`src/rtl/bram_arb_pkg.sv`:
```
// Shared types for the dual-requester BRAM arbiter: controller states and requester id.
package bram_arb_pkg;

  typedef enum logic {
    INIT = 1'b0,
    ARB  = 1'b1
  } arb_state_e;

  typedef logic req_id_t;

endpackage

```
`src/rtl/rr_arb2.sv`:
```
// Two-way round-robin pick; pointer names the requester that wins a tie.
module rr_arb2
  import bram_arb_pkg::*;
(
  input  logic [1:0] req,
  input  req_id_t    pointer,
  output logic [1:0] grant
);

  always_comb begin
    grant = req;
    if (&req) begin
      grant = pointer ? 2'b10 : 2'b01;
    end
  end

endmodule

```
`src/rtl/bram_arbiter.sv`:
```
// Arbitrates two requesters onto one BRAM write port and one BRAM read port.
// Optional power-up clear sweep enabled by defining BRAM_ARB_INIT_CLEAR_EN.
module bram_arbiter
  import bram_arb_pkg::*;
#(
  parameter  int LINE_WIDTH = 32,
  parameter  int DATA_WIDTH = 32,
  parameter  int DEPTH      = 128,
  localparam int AW         = $clog2(DEPTH),
  localparam int MW         = LINE_WIDTH / DATA_WIDTH
) (
  input  logic                  clk,
  input  logic                  rst,
  input  logic                  req0_valid,
  output logic                  req0_ready,
  input  logic                  req0_we,
  input  logic [MW-1:0]         req0_wmask,
  input  logic [AW-1:0]         req0_addr,
  input  logic [LINE_WIDTH-1:0] req0_wline,
  input  logic                  req1_valid,
  output logic                  req1_ready,
  input  logic                  req1_we,
  input  logic [MW-1:0]         req1_wmask,
  input  logic [AW-1:0]         req1_addr,
  input  logic [LINE_WIDTH-1:0] req1_wline,
  output logic                  resp0_valid,
  output logic [LINE_WIDTH-1:0] resp0_rline,
  output logic                  resp1_valid,
  output logic [LINE_WIDTH-1:0] resp1_rline,
  output logic                  bram_wen,
  output logic [MW-1:0]         bram_wmask,
  output logic [AW-1:0]         bram_waddr,
  output logic [LINE_WIDTH-1:0] bram_wline,
  output logic                  bram_ren,
  output logic [AW-1:0]         bram_raddr,
  input  logic [LINE_WIDTH-1:0] bram_rline
);

  logic       in_arb;
  logic [1:0] valid, we, want_w, want_r, grant_w, grant_r;
  req_id_t    wr_ptr_q, wr_ptr_d, rd_ptr_q, rd_ptr_d;
  logic       rd_own_vld_q, rd_own_vld_d;
  req_id_t    rd_own_q, rd_own_d;

`ifdef BRAM_ARB_INIT_CLEAR_EN
  arb_state_e    state_q, state_d;
  logic [AW-1:0] sweep_cnt_q, sweep_cnt_d;

  always_comb begin
    state_d     = state_q;
    sweep_cnt_d = sweep_cnt_q;
    if (state_q == INIT) begin
      sweep_cnt_d = sweep_cnt_q + AW'(1);
      if (sweep_cnt_q == AW'(DEPTH - 1)) begin
        state_d = ARB;
      end
    end
  end

  always_ff @(posedge clk) begin
    if (rst) begin
      state_q     <= INIT;
      sweep_cnt_q <= '0;
    end else begin
      state_q     <= state_d;
      sweep_cnt_q <= sweep_cnt_d;
    end
  end

  assign in_arb = (state_q == ARB);
`else
  assign in_arb = 1'b1;
`endif

  assign valid  = {req1_valid, req0_valid};
  assign we     = {req1_we, req0_we};
  // Nothing is wanted during reset or the sweep, so every grant and ready stays low.
  assign want_w = (in_arb && !rst) ? (valid & we)  : 2'b00;
  assign want_r = (in_arb && !rst) ? (valid & ~we) : 2'b00;

  rr_arb2 u_wr_arb (.req(want_w), .pointer(wr_ptr_q), .grant(grant_w));
  rr_arb2 u_rd_arb (.req(want_r), .pointer(rd_ptr_q), .grant(grant_r));

  assign req0_ready = grant_w[0] | grant_r[0];
  assign req1_ready = grant_w[1] | grant_r[1];

  always_comb begin
    wr_ptr_d     = wr_ptr_q;
    rd_ptr_d     = rd_ptr_q;
    // A tie won by requester 0 hands the next tie to requester 1, and vice versa.
    if (&want_w) wr_ptr_d = grant_w[0];
    if (&want_r) rd_ptr_d = grant_r[0];
    rd_own_vld_d = |grant_r;
    rd_own_d     = grant_r[1];
  end

  always_ff @(posedge clk) begin
    if (rst) begin
      wr_ptr_q     <= 1'b0;
      rd_ptr_q     <= 1'b0;
      rd_own_vld_q <= 1'b0;
      rd_own_q     <= 1'b0;
    end else begin
      wr_ptr_q     <= wr_ptr_d;
      rd_ptr_q     <= rd_ptr_d;
      rd_own_vld_q <= rd_own_vld_d;
      rd_own_q     <= rd_own_d;
    end
  end

  always_comb begin
    bram_wen   = |grant_w;
    bram_wmask = grant_w[1] ? req1_wmask : req0_wmask;
    bram_waddr = grant_w[1] ? req1_addr  : req0_addr;
    bram_wline = grant_w[1] ? req1_wline : req0_wline;
`ifdef BRAM_ARB_INIT_CLEAR_EN
    if (!in_arb && !rst) begin
      bram_wen   = 1'b1;
      bram_wmask = '1;
      bram_waddr = sweep_cnt_q;
      bram_wline = '0;
    end
`endif
    bram_ren   = |grant_r;
    bram_raddr = grant_r[1] ? req1_addr : req0_addr;
  end

  assign resp0_valid = !rst && rd_own_vld_q && !rd_own_q;
  assign resp1_valid = !rst && rd_own_vld_q &&  rd_own_q;
  assign resp0_rline = bram_rline;
  assign resp1_rline = bram_rline;

endmodule

```
`config.mk`:
```
export PLATFORM = sky130hd
export DESIGN_NAME = bram_arbiter
export DESIGN_NICKNAME = d
export VERILOG_FILES = /design/src/rtl/bram_arb_pkg.sv /design/src/rtl/rr_arb2.sv /design/src/rtl/bram_arbiter.sv
export SDC_FILE = /design/constraint.sdc
export NUM_CORES = 1
export LEC_CHECK = 0
export ABC_AREA = 0
export BUFFER_PORTS_ARGS = -buffer_cell sky130_fd_sc_hd__buf_2
export CORE_AREA = 3 3 90 92
export CTS_CLUSTER_DIAMETER = 100
export DETAILED_ROUTE_END_ITERATION = 16
export DIE_AREA = 0 0 93 95
export GPL_TIMING_DRIVEN = 0
export HOLD_SLACK_MARGIN = 0.03
export PLACE_DENSITY_LB_ADDON = 0.1
export SYNTH_ARGS = -nofsm -noshare
export SYNTH_HDL_FRONTEND = slang
export SYNTH_SLANG_ARGS = --single-unit
```
`constraint.sdc`:
```
create_clock -name clk -period 1.5 [get_ports clk]
set_input_delay 0 -clock clk [delete_from_list [all_inputs] [get_ports clk]]
set_output_delay 0 -clock clk [all_outputs]
set_load 0.03 [all_outputs]
```
==> run metrics <==
CP Depth 5; Die Ht about 95 um; flops & latches, synth 4; RSZ-0062 raised after global routing yes; Avg Vias per Cell 3.77; die footprint 8840 um2; row cnt 31; CTS Buffer Depth 2; vias in the first global route about 1,700; antenna-violating nets left 0; status finished with violations; Finished Layout Cells 455; Worst VDD drop 0.198 mV; CP Data Required Time 1.50 ns; Net Count, Synth between 200 and 300; crit-path cells o2111ai_4 -> buf_6 -> clkbuf_16 -> mux2_2 -> buf_6; drt initial violations 3; failing checks negative setup slack; static leakage approximately 1.7 nW; total power 1.44 mW; endpoints failing setup 39; Critical Path AT 1.56 ns; crit path from wr_ptr_q; CTS tree yes; Placer Congestion 0.721; reg2reg path depth 2; r2r setup slk between 0.5 and 0.6 ns; largest net degree at the start of global routing 11; maxcap violations 0; CP max FO 5; Final Critical Period 1.56 ns; CP peak stage delay between 0.3 and 0.4 ns; Detailed Place HPWL between 4 and 5 mm; skew final 0.000538 ns; hold_ws 0.187 ns; CP Class register to output port; drt pass-1 iters 2; most used cell, CP buf_6; Pins Over Slew Limit 0; H-tree depth 1; Sink Count 4; nets@finish 476; end of the critical path bram_wline[18]; total CTS buffers 3; cell area after synthesis 1310 um2; initial antenna violation count 0; total track usage 10.3%; first-pass GRT wire length 7.55 mm; critical hold path startpoint req0_valid; layout cell share with drive strength beyond 1 around 90%; Slew HR 75.0%; IO Pins 235; RR Endpoint rd_ptr_q; PwrDens 500 nW/um2; final wirelength roughly 5.6 mm; critical path startpoint category register; initial core utilization 17.9%; CP Capture Type output port; clock-pin slew of the registers on the worst-case setup and hold paths around 0.030 ns; Mean Syn Cell Area 9.03 um2; number of antenna diodes 0; warnings from Yosys 0; post-place setup slack around 0.073 ns; wire per inst between 10 and 15 um; CORE AREA 7290 um2; sequential fraction of the synthesis area under 10%; count of cell types in the netlist 18; Final WS setup -0.0583 ns; Clock Latency Late Sink 0.21 ns; CTS Root Cell clkbuf_8; Inst Count DP 445; die width 93 um; worst r2r src rd_ptr_q; Buf/Inv on CP 3; Hold Vio Cnt, Final 0; delay-heaviest family, CP buffers and inverters; DR vias 1,715; Area Growth Syn to Fin 120%; Hold Path Class input port to register; Max Clk Rate 0.642 GHz; final worst-path cycle share 104%; I/O Buffers 201; gr ovfl total 0; Slew @ Worst Pin 0.375 ns; drc violations 0; Mapped Cells 145; slowest CP cell dfxtp_2
[cells in the final DEF (no fill, tap or decap), types with 3 or more instances in the layout]
cell	Yosys	final
mux2_4	0	20
buf_2	0	166
mux2_2	45	27
nand2_1	3	3
buf_6	5	39
dfxtp_1	4	3
buf_4	64	66
buf_8	0	4
and3_1	3	3
clkbuf_8	0	3
nor3b_1	3	3
a21oi_1	4	4
[worst min-delay path by stage]
stage	slack, ns	cells after the start	endpoint
global placement	0.20	2	rd_own_vld_q
floorplan	0.13	1	resp0_rline[0]
CTS	0.19	4	wr_ptr_q
finish	0.19	4	wr_ptr_q
detailed placement	0.20	2	rd_own_vld_q
global route	0.22	4	rd_own_q
[synth_stat cells]
master | instances | area share (%)
a21oi_1 | 4 | 1.5
dfxtp_1 | 4 | 6.1
nand2_1 | 3 | 0.86
nand2b_1 | 2 | 0.96
nor2_1 | 1 | 0.29
inv_1 | 2 | 0.57
nand4_1 | 1 | 0.48
o2111ai_4 | 1 | 2.0
mux2_1 | 2 | 1.7
buf_4 | 64 | 37
o21ai_0 | 2 | 0.76
o21ai_2 | 1 | 0.67
xor2_1 | 1 | 0.67
mux2_2 | 45 | 39
and3_1 | 3 | 1.4
nor3b_1 | 3 | 1.7
buf_6 | 5 | 4.3
or3_1 | 1 | 0.48
[per-stage QoR]
stage | TNS, ns | util, % | area (um2)
3_3_place_gp | 0 | 33.4 | 2440
4_1_cts | -1.89 | 38.6 | 2810
6_report | -1.08 | 39.5 | 2880
2_1_floorplan | 0 | - | 1310
5_1_grt | -3.57 | 39.5 | 2880
3_5_place_dp | 0 | 33.4 | 2440
[layer usage]
| metal | vias to the layer above | global-route usage (%) | part of all wire, % |
|---|---|---|---|
| li1 | 855 | - | - |
| met1 | 735 | 10.7 | 33 |
| met2 | 119 | 19.7 | 54 |
| met3 | 6 | 3.67 | 12 |
| met4 | 0 | 2.56 | 1.1 |
| met5 | - | 0 | 0 |
[cell families (layout without fill, tap and decap cells)]
logic type / count (synthesis) / in the layout / synth area share (%)
buffers and inverters: 71 / 282 / 41.6
flip-flops: 4 / 4 / 6.12
multiplexers: 47 / 47 / 40.4
AND/OR/NAND/NOR: 14 / 14 / 6.21
AO/OA/AOI/OAI: 8 / 8 / 4.97
XOR/XNOR: 1 / 1 / 0.669
[report_power, final]
| part | leakage [nW] | switching [mW] | total (mW) | internal [mW] |
|---|---|---|---|---|
| sequential | 0.0332 | 0.00359 | 0.116 | 0.112 |
| combinational | 1.63 | 0.591 | 1.11 | 0.518 |
| clock | 0.0216 | 0.0464 | 0.217 | 0.170 |
[area by class of cell]
type | instances | area, um2
clock buffer | 3 | 41.3
fill | 769 | 4410
buffer | 69 | 552
tap | 99 | 124
timing repair buffer | 208 | 1310
sequential | 4 | 81.3
multi-input combinational | 70 | 767
inverter | 2 | 7.51
[tightest hold or removal path: stages]
cell and delay (ns):
buf_2 0.12, nand4_1 0.10, xor2_1 0.07, nor2_1 0.07
[repair_timing]
| item | CTS | global route |
|---|---|---|
| endpoints found under the hold margin | 3 | 0 |
| gates cloned | 1 | 1 |
| buffers inserted | 3 | 1 |
| pin swaps | 1 | 1 |
| gates resized for setup | 90 | 10 |
| hold buffers | 1 | 0 |
| setup endpoints to repair | 46 | 44 |
[flip-flops by register name, summed over array words and instances, names as in the netlist]
signal / flops
rd_own_q: 1
rd_own_vld_q: 1
rd_ptr_q: 1
wr_ptr_q: 1
(Power assumes the default switching activity.)
